`config.mk`:
```
export PLATFORM = sky130hd
export DESIGN_NAME = bus_arbiter_flat
export DESIGN_NICKNAME = d
export VERILOG_FILES = /design/src/rtl/bus_arbiter_pkg.sv /design/src/rtl/bus_arbiter_if.sv /design/src/rtl/bus_arbiter_rr_pick.sv /design/src/rtl/bus_arbiter.sv /design/src/flat_wrapper.sv
export SDC_FILE = /design/constraint.sdc
export NUM_CORES = 1
export LEC_CHECK = 0
export CAP_MARGIN = 10
export CORE_MARGIN = 8
export CORE_UTILIZATION = 29
export DETAILED_ROUTE_END_ITERATION = 10
export DONT_BUFFER_PORTS = 1
export SETUP_SLACK_MARGIN = 0.4
export SYNTH_ARGS = -nofsm -noshare
export SYNTH_HDL_FRONTEND = slang
export SYNTH_SLANG_ARGS = --single-unit
```
`constraint.sdc`:
```
create_clock -name clk -period 4.3 [get_ports clk]
set_input_delay 1.075 -clock clk [delete_from_list [all_inputs] [get_ports clk]]
set_output_delay 1.075 -clock clk [all_outputs]
set_load 0.05 [all_outputs]
```
`src/rtl/bus_arbiter_pkg.sv`:
```
// Shared types for the two-master bridge arbiter: FSM state encoding and owner ids.
package bus_arb_pkg;

    typedef enum logic [1:0] {
        IDLE   = 2'd0,
        ACCESS = 2'd1,
        RESP   = 2'd2
    } arbState_t;

    localparam logic OWNER_M0 = 1'b0;
    localparam logic OWNER_M1 = 1'b1;

    localparam int WAIT_CNT_W = 4;
    localparam int WAIT_MAX   = (1 << WAIT_CNT_W) - 1;

endpackage

```
`src/rtl/bus_arbiter_if.sv`:
```
// Signal bundle linking M0 (CPU data port), M1 (DMA/debug), the arbiter and the system bridge.
interface bus_arbiter_if #(
    parameter int AW = 32,
    parameter int DW = 32
);
    logic          m0_req;
    logic [AW-1:0] m0_addr;
    logic          m0_we;
    logic [DW-1:0] m0_wd;
    logic          m0_ack;

    logic          m1_req;
    logic [AW-1:0] m1_addr;
    logic          m1_we;
    logic [DW-1:0] m1_wd;
    logic          m1_ack;

    logic [DW-1:0] rdata;

    logic [AW-1:0] PrAddr;
    logic          PrWE;
    logic [DW-1:0] PrWD;
    logic [DW-1:0] PrRD;

    // The arbiter sits on the slave side of the masters and drives the bridge.
    modport slave (
        input  m0_req, m0_addr, m0_we, m0_wd,
        input  m1_req, m1_addr, m1_we, m1_wd,
        input  PrRD,
        output m0_ack, m1_ack, rdata,
        output PrAddr, PrWE, PrWD
    );

    modport master (
        output m0_req, m0_addr, m0_we, m0_wd,
        output m1_req, m1_addr, m1_we, m1_wd,
        output PrRD,
        input  m0_ack, m1_ack, rdata,
        input  PrAddr, PrWE, PrWD
    );

endinterface

```
`src/rtl/bus_arbiter_rr_pick.sv`:
```
// Two-way request picker. ARB_ROUND_ROBIN_EN selects alternating tie-break; otherwise M0 wins ties.
module rr_pick
    import bus_arb_pkg::*;
(
    input  logic req0,
    input  logic req1,
    input  logic last_gnt,
    output logic gnt_valid,
    output logic gnt_id
);

    assign gnt_valid = req0 | req1;

`ifdef ARB_ROUND_ROBIN_EN
    // On a tie the master that was not served last gets the bus.
    always_comb begin
        if (req0 && req1) begin
            gnt_id = ~last_gnt;
        end else begin
            gnt_id = req0 ? OWNER_M0 : OWNER_M1;
        end
    end
`else
    logic w_unusedLastGnt;

    assign w_unusedLastGnt = last_gnt;
    assign gnt_id          = req0 ? OWNER_M0 : OWNER_M1;
`endif

endmodule

```
`src/rtl/bus_arbiter.sv`:
```
// Arbiter sharing the single bridge port between M0 and M1; IDLE -> ACCESS -> RESP per transaction.
// Tie-break policy is chosen by the ARB_ROUND_ROBIN_EN macro (fixed M0 priority when undefined).
module bus_arbiter
    import bus_arb_pkg::*;
#(
    parameter int AW          = 32,
    parameter int DW          = 32,
    parameter int WAIT_CYCLES = 0
)
(
    input  logic         clk,
    input  logic         reset,
    bus_arbiter_if.slave bus
);

    if (WAIT_CYCLES < 0 || WAIT_CYCLES > WAIT_MAX) begin : g_badWaitCycles
        $error("bus_arbiter: WAIT_CYCLES must be in 0..15");
    end

    localparam logic [WAIT_CNT_W-1:0] LAST_WAIT = WAIT_CNT_W'(WAIT_CYCLES);

    arbState_t               r_state;
    arbState_t               w_nextState;
    logic [AW-1:0]           r_addr;
    logic                    r_we;
    logic [DW-1:0]           r_wd;
    logic                    r_owner;
    logic                    r_lastGnt;
    logic [WAIT_CNT_W-1:0]   r_waitCnt;
    logic [DW-1:0]           r_rdata;

    logic                    w_gntValid;
    logic                    w_gntId;
    logic                    w_accessDone;
    logic                    w_prWE;
    logic                    w_m0Ack;
    logic                    w_m1Ack;

    rr_pick u_pick (
        .req0      (bus.m0_req),
        .req1      (bus.m1_req),
        .last_gnt  (r_lastGnt),
        .gnt_valid (w_gntValid),
        .gnt_id    (w_gntId)
    );

    assign w_accessDone = (r_waitCnt == LAST_WAIT);

    always_ff @(posedge clk or posedge reset) begin
        if (reset) begin
            r_state <= IDLE;
        end else begin
            r_state <= w_nextState;
        end
    end

    // The write strobe is confined to the first ACCESS cycle so side-effecting registers see one write.
    always_comb begin
        w_nextState = r_state;
        w_prWE      = 1'b0;
        w_m0Ack     = 1'b0;
        w_m1Ack     = 1'b0;
        unique case (r_state)
            IDLE: begin
                if (w_gntValid) begin
                    w_nextState = ACCESS;
                end
            end
            ACCESS: begin
                w_prWE = r_we && (r_waitCnt == '0);
                if (w_accessDone) begin
                    w_nextState = RESP;
                end
            end
            RESP: begin
                w_m0Ack     = (r_owner == OWNER_M0);
                w_m1Ack     = (r_owner == OWNER_M1);
                w_nextState = IDLE;
            end
            default: begin
                w_nextState = IDLE;
            end
        endcase
    end

    always_ff @(posedge clk or posedge reset) begin
        if (reset) begin
            r_addr    <= '0;
            r_we      <= 1'b0;
            r_wd      <= '0;
            r_owner   <= OWNER_M0;
            r_lastGnt <= OWNER_M1;
            r_waitCnt <= '0;
            r_rdata   <= '0;
        end else begin
            unique case (r_state)
                IDLE: begin
                    if (w_gntValid) begin
                        r_owner   <= w_gntId;
                        r_addr    <= (w_gntId == OWNER_M1) ? bus.m1_addr : bus.m0_addr;
                        r_we      <= (w_gntId == OWNER_M1) ? bus.m1_we   : bus.m0_we;
                        r_wd      <= (w_gntId == OWNER_M1) ? bus.m1_wd   : bus.m0_wd;
                        r_waitCnt <= '0;
                    end
                end
                ACCESS: begin
                    if (w_accessDone) begin
                        r_rdata   <= r_we ? '0 : bus.PrRD;
                        r_waitCnt <= '0;
                    end else begin
                        r_waitCnt <= r_waitCnt + 1'b1;
                    end
                end
                RESP: begin
                    r_lastGnt <= r_owner;
                end
                default: begin
                    r_waitCnt <= '0;
                end
            endcase
        end
    end

    assign bus.PrAddr = r_addr;
    assign bus.PrWD   = r_wd;
    assign bus.PrWE   = w_prWE;
    assign bus.rdata  = r_rdata;
    assign bus.m0_ack = w_m0Ack;
    assign bus.m1_ack = w_m1Ack;

endmodule

```
`src/flat_wrapper.sv`:
```
// flat-port wrapper written by rule: the top's interface ports become plain ports
module bus_arbiter_flat import bus_arb_pkg::*;
#(
    parameter int AW          = 32,
    parameter int DW          = 32,
    parameter int WAIT_CYCLES = 0
)
  (clk, reset, bus_m0_req, bus_m0_addr, bus_m0_we, bus_m0_wd, bus_m1_req, bus_m1_addr, bus_m1_we, bus_m1_wd, bus_PrRD, bus_m0_ack, bus_m1_ack, bus_rdata, bus_PrAddr, bus_PrWE, bus_PrWD);
  bus_arbiter_if #(.AW(AW), .DW(DW)) bus_i ();
  input  logic clk;
  input  logic reset;
  input wire logic [$bits(bus_i.m0_req)-1:0] bus_m0_req;
  input wire logic [$bits(bus_i.m0_addr)-1:0] bus_m0_addr;
  input wire logic [$bits(bus_i.m0_we)-1:0] bus_m0_we;
  input wire logic [$bits(bus_i.m0_wd)-1:0] bus_m0_wd;
  input wire logic [$bits(bus_i.m1_req)-1:0] bus_m1_req;
  input wire logic [$bits(bus_i.m1_addr)-1:0] bus_m1_addr;
  input wire logic [$bits(bus_i.m1_we)-1:0] bus_m1_we;
  input wire logic [$bits(bus_i.m1_wd)-1:0] bus_m1_wd;
  input wire logic [$bits(bus_i.PrRD)-1:0] bus_PrRD;
  output wire logic [$bits(bus_i.m0_ack)-1:0] bus_m0_ack;
  output wire logic [$bits(bus_i.m1_ack)-1:0] bus_m1_ack;
  output wire logic [$bits(bus_i.rdata)-1:0] bus_rdata;
  output wire logic [$bits(bus_i.PrAddr)-1:0] bus_PrAddr;
  output wire logic [$bits(bus_i.PrWE)-1:0] bus_PrWE;
  output wire logic [$bits(bus_i.PrWD)-1:0] bus_PrWD;
  assign bus_i.m0_req = bus_m0_req;
  assign bus_i.m0_addr = bus_m0_addr;
  assign bus_i.m0_we = bus_m0_we;
  assign bus_i.m0_wd = bus_m0_wd;
  assign bus_i.m1_req = bus_m1_req;
  assign bus_i.m1_addr = bus_m1_addr;
  assign bus_i.m1_we = bus_m1_we;
  assign bus_i.m1_wd = bus_m1_wd;
  assign bus_i.PrRD = bus_PrRD;
  assign bus_m0_ack = bus_i.m0_ack;
  assign bus_m1_ack = bus_i.m1_ack;
  assign bus_rdata = bus_i.rdata;
  assign bus_PrAddr = bus_i.PrAddr;
  assign bus_PrWE = bus_i.PrWE;
  assign bus_PrWD = bus_i.PrWD;
  bus_arbiter #(.AW(AW), .DW(DW), .WAIT_CYCLES(WAIT_CYCLES)) u_core (.clk(clk), .reset(reset), .bus(bus_i));
endmodule
```
==> results.toml, run 1 <==
[die]
die_w_um = 147
die_area_um2 = 21600
rows = 48
initial_core_util_pct = 29.2
core_um2 = 17000
die_h_um = 147
ios = 265

[clock_network]
htree_levels = 3
cts.repair.resized = 0
ctsHoldBuffers = 0
root_buffer = "clkbuf_16"
clkLatencyLatePin_ns = 0.35
cts_tree = "built"
cts_max_path_buffers = 2
cts_buffers = 9
path_clk_slew_ns = 0.07
post-cts-setup-buffer-count = 0
cts.sink_count = 104

[status]
outcome = "finished clean"

[global_route]
grt_pass1_vias = 3663
gr-total-overflow = 0
track_usage_pct = 12.5
grt_first_pass_wirelength_mm = 21.5
antenna_found_initial = 0
grt_max_degree = 81

[worst_setup_path]
worstPathRequired_ns = 3.22
cp-end-kind = "primary output"
start_kind = "flip-flop"
crit_arrival_ns = 2.24
critPathKind = "flip-flop to primary output"
cp_max_fo = 5
reg2reg_depth = 3

[place]
placedInstanceArea_um2 = 5120
port_buffers = 0
dp_hpwl_mm = 10.0
place_congestion = 0.788

[route]
first_pass_iters = 4
drc_errors = 0
wl_per_cell_um = 21.5
wl_mm = 13.8
drt_iter0_drc = 188
wl_met2_mm = 6.72
via_count = 3275
wl_met1_mm = 5.23
ant_nets = 0
viasPerCell = 5.12
dr_wl_met3_mm = 1.62
top_layer = "met4"

[synth]
yosysSeqAreaShare_pct = 52.4
synth-xor-area-share_pct = 0.176
ys_ff_latch = 104
synth_fa_ha_area_share_pct = 0.504
syn_nets = 598
avgSynthCellArea_um2 = 11.5
synth-compound-area-share_pct = 14.3
syn_area_um2 = 4960
synthMuxAreaShare_pct = 22.5
yosys_warnings = 0
yosys.area_share.simple_pct = 5.95
ys_types = 29
syn_inst = 430
synth_top_family_by_area = "multiplexers"

[timing]
fin_crit_ns = 3.31
hold_viol = 0
finalMaxSlewViolations = 0
fin_crit_sh_pct = 77.1
finClkSkew_ns = 0.00975
tightest_slew_ns = 1.07
slew-limit-headroom_pct = 28.4
setup-tns-final_ns = 0
rsz0062_at_grt = "no"
finalSetupViolCount = 0
fmaxAchievable_ghz = 0.302

[power]
p_leak_nw = 2.45
ir_drop_mv = 0.406
p_per_area_nw_per_um2 = 967

[finish]
num-nets-final = 578
antennaDiodeCount = 0
layout_commonest_cell = "o21ai_0"
drive_gt1_share_pct = 14.5
final_cell_area_um2 = 5400
n_fill_cell = 1701
syn_to_final_growth_pct = 8.69
final_cell_mix = "o21ai_0 (134), dfrtp_1 (103), mux2i_1 (65)"

[min_path]
hp-class = "flip-flop to flip-flop"
whs_path_depth = 1

[run]
maxCapViolCount = 0
final cells by class:
class	instances	area, um2	share of cell area [%]
timing repair buffer	6	45.0	0.835
sequential	104	2600	48.2
tap	225	282	5.22
inverter	5	21.3	0.394
clock buffer	10	229	4.24
multi-input combinational	284	2170	40.2
clock inverter	6	48.8	0.904
synth_stat cells:
cell type  number  area share [%]
or2_1           1            0.13
o21bai_2        1            0.23
and2b_1         1            0.15
or3_1           1            0.13
mux2_4         28             8.5
clkbuf_1       24             1.8
and4b_1         1            0.20
buf_6           2            0.45
o21ai_0       134              14
nor2_1          1           0.076
nand3b_1        1            0.15
nand2_1         1           0.076
and3b_1         1            0.18
xnor2_1         1            0.18
nand2b_1        1            0.13
mux2i_1        65              13
inv_1           5            0.38
a211o_1         1            0.18
buf_8           2            0.60
nand3_1         1            0.10
nand2b_2        1            0.18
buf_4           1            0.15
mux2_2          4            0.91
buf_2           8            0.81
nor3b_1         2            0.30
dfrtp_1       104              52
a22o_1          2            0.35
ha_1            2            0.50
nor2b_1        33             4.2
kinds of logic after synthesis:
family / count (synthesis)
multiplexers: 97
flip-flops: 104
XOR/XNOR: 1
AO/OA/AOI/OAI: 138
buffers and inverters: 42
adder cells (fa/ha/maj): 2
AND/OR/NAND/NOR: 46
state kept, by name (all words and copies together) (netlist names):
register and flops:
u_core.r_we 1, u_core.r_waitCnt 4, u_core.bus.rdata 32, u_core.bus.PrAddr 32, u_core.r_owner 1, u_core.bus.PrWD 32, u_core.r_state 2
routing by layer:
metal,global-route usage [%],vias up
li1,-,1471
met1,13.7,1619
met2,20.6,175
met3,6.18,10
met4,4.79,0
met5,0,-
power breakdown:
| group | total, mW | switching (mW) | internal, mW |
|---|---|---|---|
| registers | 3.28 | 1.88 | 1.40 |
| clock network | 0.790 | 0.388 | 0.402 |
| logic | 1.15 | 0.638 | 0.511 |
final timing paths:
kind                                     start                   to  slack, ns
max                        u_core.r_waitCnt[0]             bus_PrWE       0.99
min                        u_core.r_waitCnt[0]  u_core.r_waitCnt[0]       0.56
max reg2reg                  u_core.r_state[0]  u_core.bus.PrWD[31]       2.02
min reg2reg                u_core.r_waitCnt[0]  u_core.r_waitCnt[0]       0.56
max in group asynchronous                reset  u_core.bus.PrWD[26]       2.68
min in group asynchronous                reset  u_core.bus.rdata[7]       0.85
critical path, cell delays in order (launching register included):
cell,delay [ns]
dfrtp_1,0.42
inv_1,0.08
ha_1,0.14
nand2b_1,0.07
or3_2,0.42
nor2_1,0.75
per-stage QoR:
step	cells	util, %	hold WS (ns)	power, mW	setup WS [ns]
6_report	640	31.8	0.558	5.22	0.986
3_5_place_dp	624	30.1	0.538	4.50	1.35
4_1_cts	640	31.8	0.553	5.30	0.958
2_1_floorplan	430	-	0.491	4.17	0.493
3_3_place_gp	624	30.1	0.526	4.42	1.37
5_1_grt	640	31.8	0.600	5.51	0.845
Power figures use the tool's default switching activity.
==> inputs of run 2 (changes only) <==
- clock period: 4.3 -> 3.2 ns (I/O delays scaled with it)
==> results.toml, run 2 (synthesis gave the netlist of run 1 again) <==
[status]
outcome = "finished clean"

[place]
place_congestion = 0.710
port_buffers = 0
post-place-cells = 626
placedInstanceArea_um2 = 5160
dp_hpwl_mm = 9.82

[global_route]
grt_max_degree = 105
grt_first_pass_wirelength_mm = 21.3
antenna_found_initial = 1
gr-total-overflow = 0
track_usage_pct = 12.4
grt_pass1_vias = 3637

[die]
ios = 265
core_um2 = 17000
die_area_um2 = 21600
die_w_um = 147
rows = 48
die_h_um = 147
initial_core_util_pct = 29.2

[route]
viasPerCell = 5.10
drt_iter0_drc = 139
wl_per_cell_um = 21.2
first_pass_iters = 4
wl_mm = 13.6
ant_nets = 0
via_count = 3276
drc_errors = 0

[clock_network]
clkLatencyLatePin_ns = 0.35
cts_buffers = 9
ctsHoldBuffers = 0
root_buffer = "clkbuf_16"
path_clk_slew_ns = 0.07
cts_max_path_buffers = 2
htree_levels = 3
cts.sink_count = 104
cts_tree = "built"

[min_path]
hp-class = "input pin to async pin"

[finish]
antennaDiodeCount = 0
n_fill_cell = 1701
syn_to_final_growth_pct = 9.83
final_cell_area_um2 = 5450
fin_cells = 642
layout_commonest_cell = "o21ai_0"
drive_gt1_share_pct = 15.3
num-nets-final = 580
final_cell_mix = "o21ai_0 (134), dfrtp_1 (103), mux2i_1 (65)"

[timing]
slew-limit-headroom_pct = 58.8
setup-tns-final_ns = 0
finalSetupViolCount = 0
hold_viol = 0
finalMaxSlewViolations = 0
whs_ns = 0.482
fin_crit_sh_pct = 83.7
finClkSkew_ns = 0.00846
fmaxAchievable_ghz = 0.373
fin_crit_ns = 2.68
rsz0062_at_grt = "no"
tightest_slew_ns = 0.618

[worst_setup_path]
worstPathRequired_ns = 2.40
r2r_slack_ns = 1.20
cp_max_fo = 5
path_buf_inv = 2
cp-end-kind = "primary output"
start_kind = "flip-flop"
slowest_delay_ns = 0.44
cp_top_family = "simple AND/OR/NAND/NOR gates"
cpMaxStageDelayCell = "or3_2"
path_cells = "inv_1 -> ha_1 -> nand2b_1 -> or3_2 -> nor2_2 -> buf_4"
crit_arrival_ns = 1.88
critPathKind = "flip-flop to primary output"

[power]
p_per_area_nw_per_um2 = 1290
p_leak_nw = 2.47
finalPower_mw = 7.05
ir_drop_mv = 0.461

[run]
maxCapViolCount = 0
==> run 2: cell types whose count changed in the layout (fill, tap and decap cells not counted) <==
cell        delta
inv_6          -2
inv_8          +1
clkbuf_1       -1
buf_12         +2
clkinvlp_4     +1
nor2_1         -1
clkbuf_8       +1
inv_4          -1
clkinv_4       +1
nor2_2         +1
==> run 2: area by class of cell <==
cell class	count	area, um2	share of cell area [%]
clock inverters	6	51.3	0.941
repair buffers	8	85.1	1.56
clock buffers	10	239	4.38
inverters	5	22.5	0.413
multi-input cells	284	2170	39.8
flip-flops and latches	104	2600	47.8
well taps	225	282	5.16
==> run 2: what timing repair did <==
item	in CTS	in global routing
buffers inserted	0	0
endpoints found under the hold margin	0	0
resized for setup	1	0
endpoints found under the setup margin	1	0
==> run 2: through the flow <==
stage / util (%) / setup slack (ns)
floorplan: - / 0.499
global placement: 30.4 / 0.794
detailed placement: 30.4 / 0.766
CTS: 32.1 / 0.455
global route: 32.1 / 0.413
finish: 32.1 / 0.520
==> run 2: metal layers <==
metal	global-route usage, %	share of wire, %
met1	14.3	39
met2	19.5	48
met3	5.69	11
met4	5.56	2.5
met5	0	0.096
==> run 2: power breakdown <==
| group | internal (mW) | leakage, nW | total, mW | switching [mW] |
|---|---|---|---|---|
| Combinational | 0.721 | 1.03 | 1.57 | 0.852 |
| Sequential | 1.88 | 1.29 | 4.40 | 2.51 |
| Clock | 0.562 | 0.145 | 1.08 | 0.520 |
| Total | 3.17 | 2.47 | 7.05 | 3.89 |
==> run 2: worst paths after layout <==
kind                                     start               endpoint  depth (start not counted)
setup / recovery           u_core.r_waitCnt[0]               bus_PrWE                          6
hold / removal                           reset    u_core.bus.PrWD[20]                          2
setup reg to reg           u_core.r_waitCnt[0]   u_core.bus.rdata[26]                          6
hold reg to reg            u_core.r_waitCnt[0]    u_core.r_waitCnt[0]                          1
max in group asynchronous                reset  u_core.bus.PrAddr[30]                          2
min in group clk           u_core.r_waitCnt[0]    u_core.r_waitCnt[0]                          1
==> edit 1, RTL diff (flow settings as in run 1) <==
Add a define of `ARB_ROUND_ROBIN_EN`.
--- a/src/rtl/bus_arbiter_rr_pick.sv
+++ b/src/rtl/bus_arbiter_rr_pick.sv
@@ -1,2 +1,4 @@
 // Two-way request picker. ARB_ROUND_ROBIN_EN selects alternating tie-break; otherwise M0 wins ties.
+`define ARB_ROUND_ROBIN_EN
+
 module rr_pick
Behaviour: not the same (Yosys sat finds a counterexample within 10 cycles, from zero or initial values and one cycle with reset high).
==> edit 1 against run 1 <==
Cell count up 2.8%. Power up 17%. Sequential cell count up 1. Synthesized cell count up 6.0%. Synthesized area up 10%. Worst setup slack better by 57 ps. Design area up 10%. Fmax up 1.8%. Routed wire length up 20%. Critical path depth up 2. Critical endpoint unchanged.
==> edit 1: results <==
set metrics [dict create \
    n_fill_cell 1854 \
    synth-xor-area-share 0.001597 \
    hold_violations 0 \
    drt-pass1-iter-count 6 \
    synth-compound-area-share 0.3218 \
    routedWlPerCell_um 25.00 \
    critPathArrivalTime_ps 2180 \
    p_sw_uw 3255 \
    routabilityCongestion 0.7184 \
    muxShareOfSynthArea 0.08695 \
    grt_max_degree 133 \
    async_flop_share 1.000 \
    grt_pass1_wl_mm 25.14 \
    synth_cell_types 32 \
    place_worst_setup_slack_ps 1413 \
    outcome "complete, no violations" \
    max-vdd-ir-drop_v 0.0004388 \
    grt_pass1_vias 4089 \
    synth_top_family_by_area "compound AO/OA/AOI/OAI gates" \
    slowest_delay_ps 430 \
    ys_top_cells_by_count "104 x dfrtp_1, 65 x a311o_1, 65 x o22a_1" \
    clock_latency_ps 350 \
    antenna_found_initial 6 \
    track_usage 0.1347 \
    placed_area_um2 5610 \
    leakage_uw 0.002392 \
    drv_cap 0 \
    synthAdderAreaFrac 0.004564 \
    via_per_inst 5.912 \
    drt-initial-drc-count 221 \
    crit_slowest_cell "dfrtp_1" \
    syn_nets 624 \
    drive_above_1_share 0.1442 \
    hpwl_mm 11.25 \
    fin_nets 586 \
    max-slew-margin-rel 0.3084 \
    synth_area_leaders "dfrtp_1 47%, a311o_1 12%, o22a_1 10%, mux2_4 7.7%, a21boi_1 7.5%" \
]
## edit 1: stage by stage
step                instances    util  total power (uW)
detailed placement        641  0.3009              5222
floorplan                 456       -              4807
finish                    658  0.3189              6087
CTS                       657  0.3188              6171
global placement          641  0.3009              5134
global route              658  0.3189              6386
## edit 1: worst max-delay path: cells and delay by family (launching register included)
family	cells	cell delay, ps
adder cells (fa/ha/maj)	1	140
buffers and inverters	3	610
flip-flops	1	430
AND/OR/NAND/NOR	3	640
## edit 1: power by group through the flow
stage | Sequential (uW) | Clock [uW] | Combinational [uW]
floorplan | 3310 | 0 | 1500
global placement | 3480 | 0 | 1660
detailed placement | 3480 | 0 | 1740
CTS | 3460 | 963 | 1750
global route | 3510 | 994 | 1880
finish | 3440 | 926 | 1720
## edit 1: final cells by class
class | count | area share
Antenna cell | 1 | 0.0004209
Clock buffer | 9 | 0.03788
Clock inverter | 7 | 0.01810
Inverter | 6 | 0.004209
Multi-Input combinational cell | 287 | 0.4364
Sequential cell | 105 | 0.4423
Tap cell | 234 | 0.04924
Timing Repair Buffer | 9 | 0.01136
## edit 1: final timing paths
kind	startpoint	endpoint	slack [ps]	cells past startpoint
min	u_core.r_lastGnt	u_core.r_lastGnt	520	1
min reg2reg	u_core.r_lastGnt	u_core.r_lastGnt	520	1
max	u_core.r_waitCnt[0]	bus_PrWE	1040	7
min in group asynchronous	reset	u_core.bus.rdata[17]	840	1
max in group asynchronous	reset	u_core.bus.PrWD[11]	2520	2
max reg2reg	u_core.r_lastGnt	u_core.bus.PrAddr[2]	2200	4
## edit 1: per-layer routing
layer	vias up	global-route usage	wire, um	part of all wire
met5	-	0	68	0.0041
met1	1958	0.1489	6379	0.39
met2	195	0.2281	8037	0.49
met4	10	0.03686	246	0.015
li1	1699	-	-	-
met3	28	0.06390	1719	0.10
==> edit 2, RTL diff (config.mk and constraints of run 1) <==
Without the edit above. Reset style: synchronous (`reset`), changed in 2 clocked blocks.
--- a/src/rtl/bus_arbiter.sv
+++ b/src/rtl/bus_arbiter.sv
@@ -48,3 +48,3 @@
 
-    always_ff @(posedge clk or posedge reset) begin
+    always_ff @(posedge clk) begin
         if (reset) begin
@@ -85,3 +85,3 @@
 
-    always_ff @(posedge clk or posedge reset) begin
+    always_ff @(posedge clk) begin
         if (reset) begin
Formal check against the unedited RTL: differs if reset is asserted again (counterexample within 4 cycles, from zero or initial values and one cycle with reset high); with reset held inactive, the same outputs for 10 cycles.
==> edit 2 against run 1 <==
Synthesized cell count rose by 13%. Sequential share of layout area fell by 8.1 points. Routed wire length rose by 5.9%. Synthesized area fell by 2.3%. Design area fell by 4.0%. Cell count rose by 4.1%. Critical path depth fell by 4. Worst setup slack improved by 400 ps. Worst hold slack got worse by 19 ps. Sequential cell count did not move. Register-to-register slack got worse by 350 ps. Critical path type unchanged. Largest cell class is now multi-input gates.
Power is not compared: it rests on default switching activity, and its combinational part moved more than twofold at a synthesized area within 25%.
==> edit 2: results <==
set metrics [dict create \
    crit_slowest_cell "dfxtp_1" \
    place_worst_setup_slack_ps 1666 \
    grt_max_degree 105 \
    holdPathStages 2 \
    synth.yosys.seq_area_share 0.4293 \
    ys.flop_type "dfxtp_1" \
    crit_family "flip-flops" \
    syn_nets 653 \
    outcome "complete, no violations" \
    cts_buffers 9 \
    track_usage 0.1311 \
    muxShareOfSynthArea 0.1342 \
    max-slew-margin-rel 0.2292 \
    regToRegSetupSlack_ps 1670 \
    timing.rr.end "u_core.bus.PrWD[31]" \
    setup.worst_path.start "u_core.r_we" \
    slowest_delay_ps 870 \
    placed_area_um2 4887 \
    routedWlPerCell_um 21.86 \
    min_period_ps 2917 \
    fin_skew_ps 9.592 \
    timing.rr.start "u_core.r_state[0]" \
    synth_area_leaders "dfxtp_1 43%, mux2i_1 13%, a211oi_2 10%, a21oi_1 10%, nand4b_1 5.8%" \
    fin_cells 666 \
    synthAdderAreaFrac 0.005160 \
    syn_inst 485 \
    path_max_fanout 34 \
    synth-compound-area-share 0.2902 \
    routabilityCongestion 0.7536 \
    synth-xor-area-share 0.001806 \
    fin_nets 609 \
    grt_pass1_vias 3770 \
    postCtsSetupBuffers 0 \
    async_flop_share 0 \
    ys_warn_count 0 \
    root_buffer "clkbuf_16" \
    placed_cells 650 \
    synth_cell_types 33 \
    grt_pass1_wl_mm 22.29 \
    critPathArrivalTime_ps 1840 \
    ys_top_cells_by_count "104 x dfxtp_1, 98 x a21oi_1, 65 x mux2i_1" \
    drt-initial-drc-count 177 \
    hpwl_mm 10.06 \
    via_per_inst 5.571 \
    n_fill_cell 1702 \
    drive_above_1_share 0.1502 \
    reg2reg_depth 4 \
    hp-class "reg2reg" \
    clk_pin_slew_worst_paths_ps 80 \
]
-- edit 2: cells by family (layout without fill, tap and decap cells) --
logic type | Yosys count | after routing
XOR/XNOR | 1 | 1
AO/OA/AOI/OAI | 203 | 203
multiplexers | 65 | 65
flip-flops | 104 | 104
adder cells (fa/ha/maj) | 2 | 2
buffers and inverters | 62 | 23
AND/OR/NAND/NOR | 48 | 48
-- edit 2: how the worst min path moves through the flow --
stage	from	endpoint	slack (ps)
CTS	u_core.r_owner	u_core.r_owner	540
detailed placement	u_core.r_owner	u_core.r_owner	530
global placement	u_core.r_waitCnt[1]	u_core.r_waitCnt[1]	520
floorplan	u_core.r_waitCnt[0]	u_core.r_waitCnt[0]	500
global route	u_core.r_owner	u_core.r_owner	580
finish	u_core.r_owner	u_core.r_owner	540
-- edit 2: stage by stage --
stage	utilization	power, uW	hold WS, ps
floorplan	-	1733	499.6
global placement	0.2968	1754	515.5
detailed placement	0.2968	1774	530.6
CTS	0.3147	2585	541.6
global route	0.3147	2662	576.5
finish	0.3147	2545	539.0
-- edit 2: final cells by class --
type,count,share of cell area
clock inverters,7,0.01328
flip-flops and latches,104,0.4018
clock buffers,9,0.04347
repair buffers,4,0.005796
multi-input cells,319,0.4803
inverters,3,0.002173
well taps,220,0.05313
-- edit 2: report_power, final --
group | leakage, uW | switching, uW | internal, uW
sequential | 0.000858 | 382 | 1050
clock | 0.000136 | 397 | 405
combinational | 0.000827 | 173 | 134
total | 0.00182 | 952 | 1590
-- edit 2: metal layers --
layer  vias to the layer above  share of wire  track usage
li1                       1744              -            -
met1                      1767           0.37       0.1384
met2                       178           0.51       0.2236
met3                        21          0.095      0.05659
met4                         0          0.023      0.05830
met5                         -              0            0
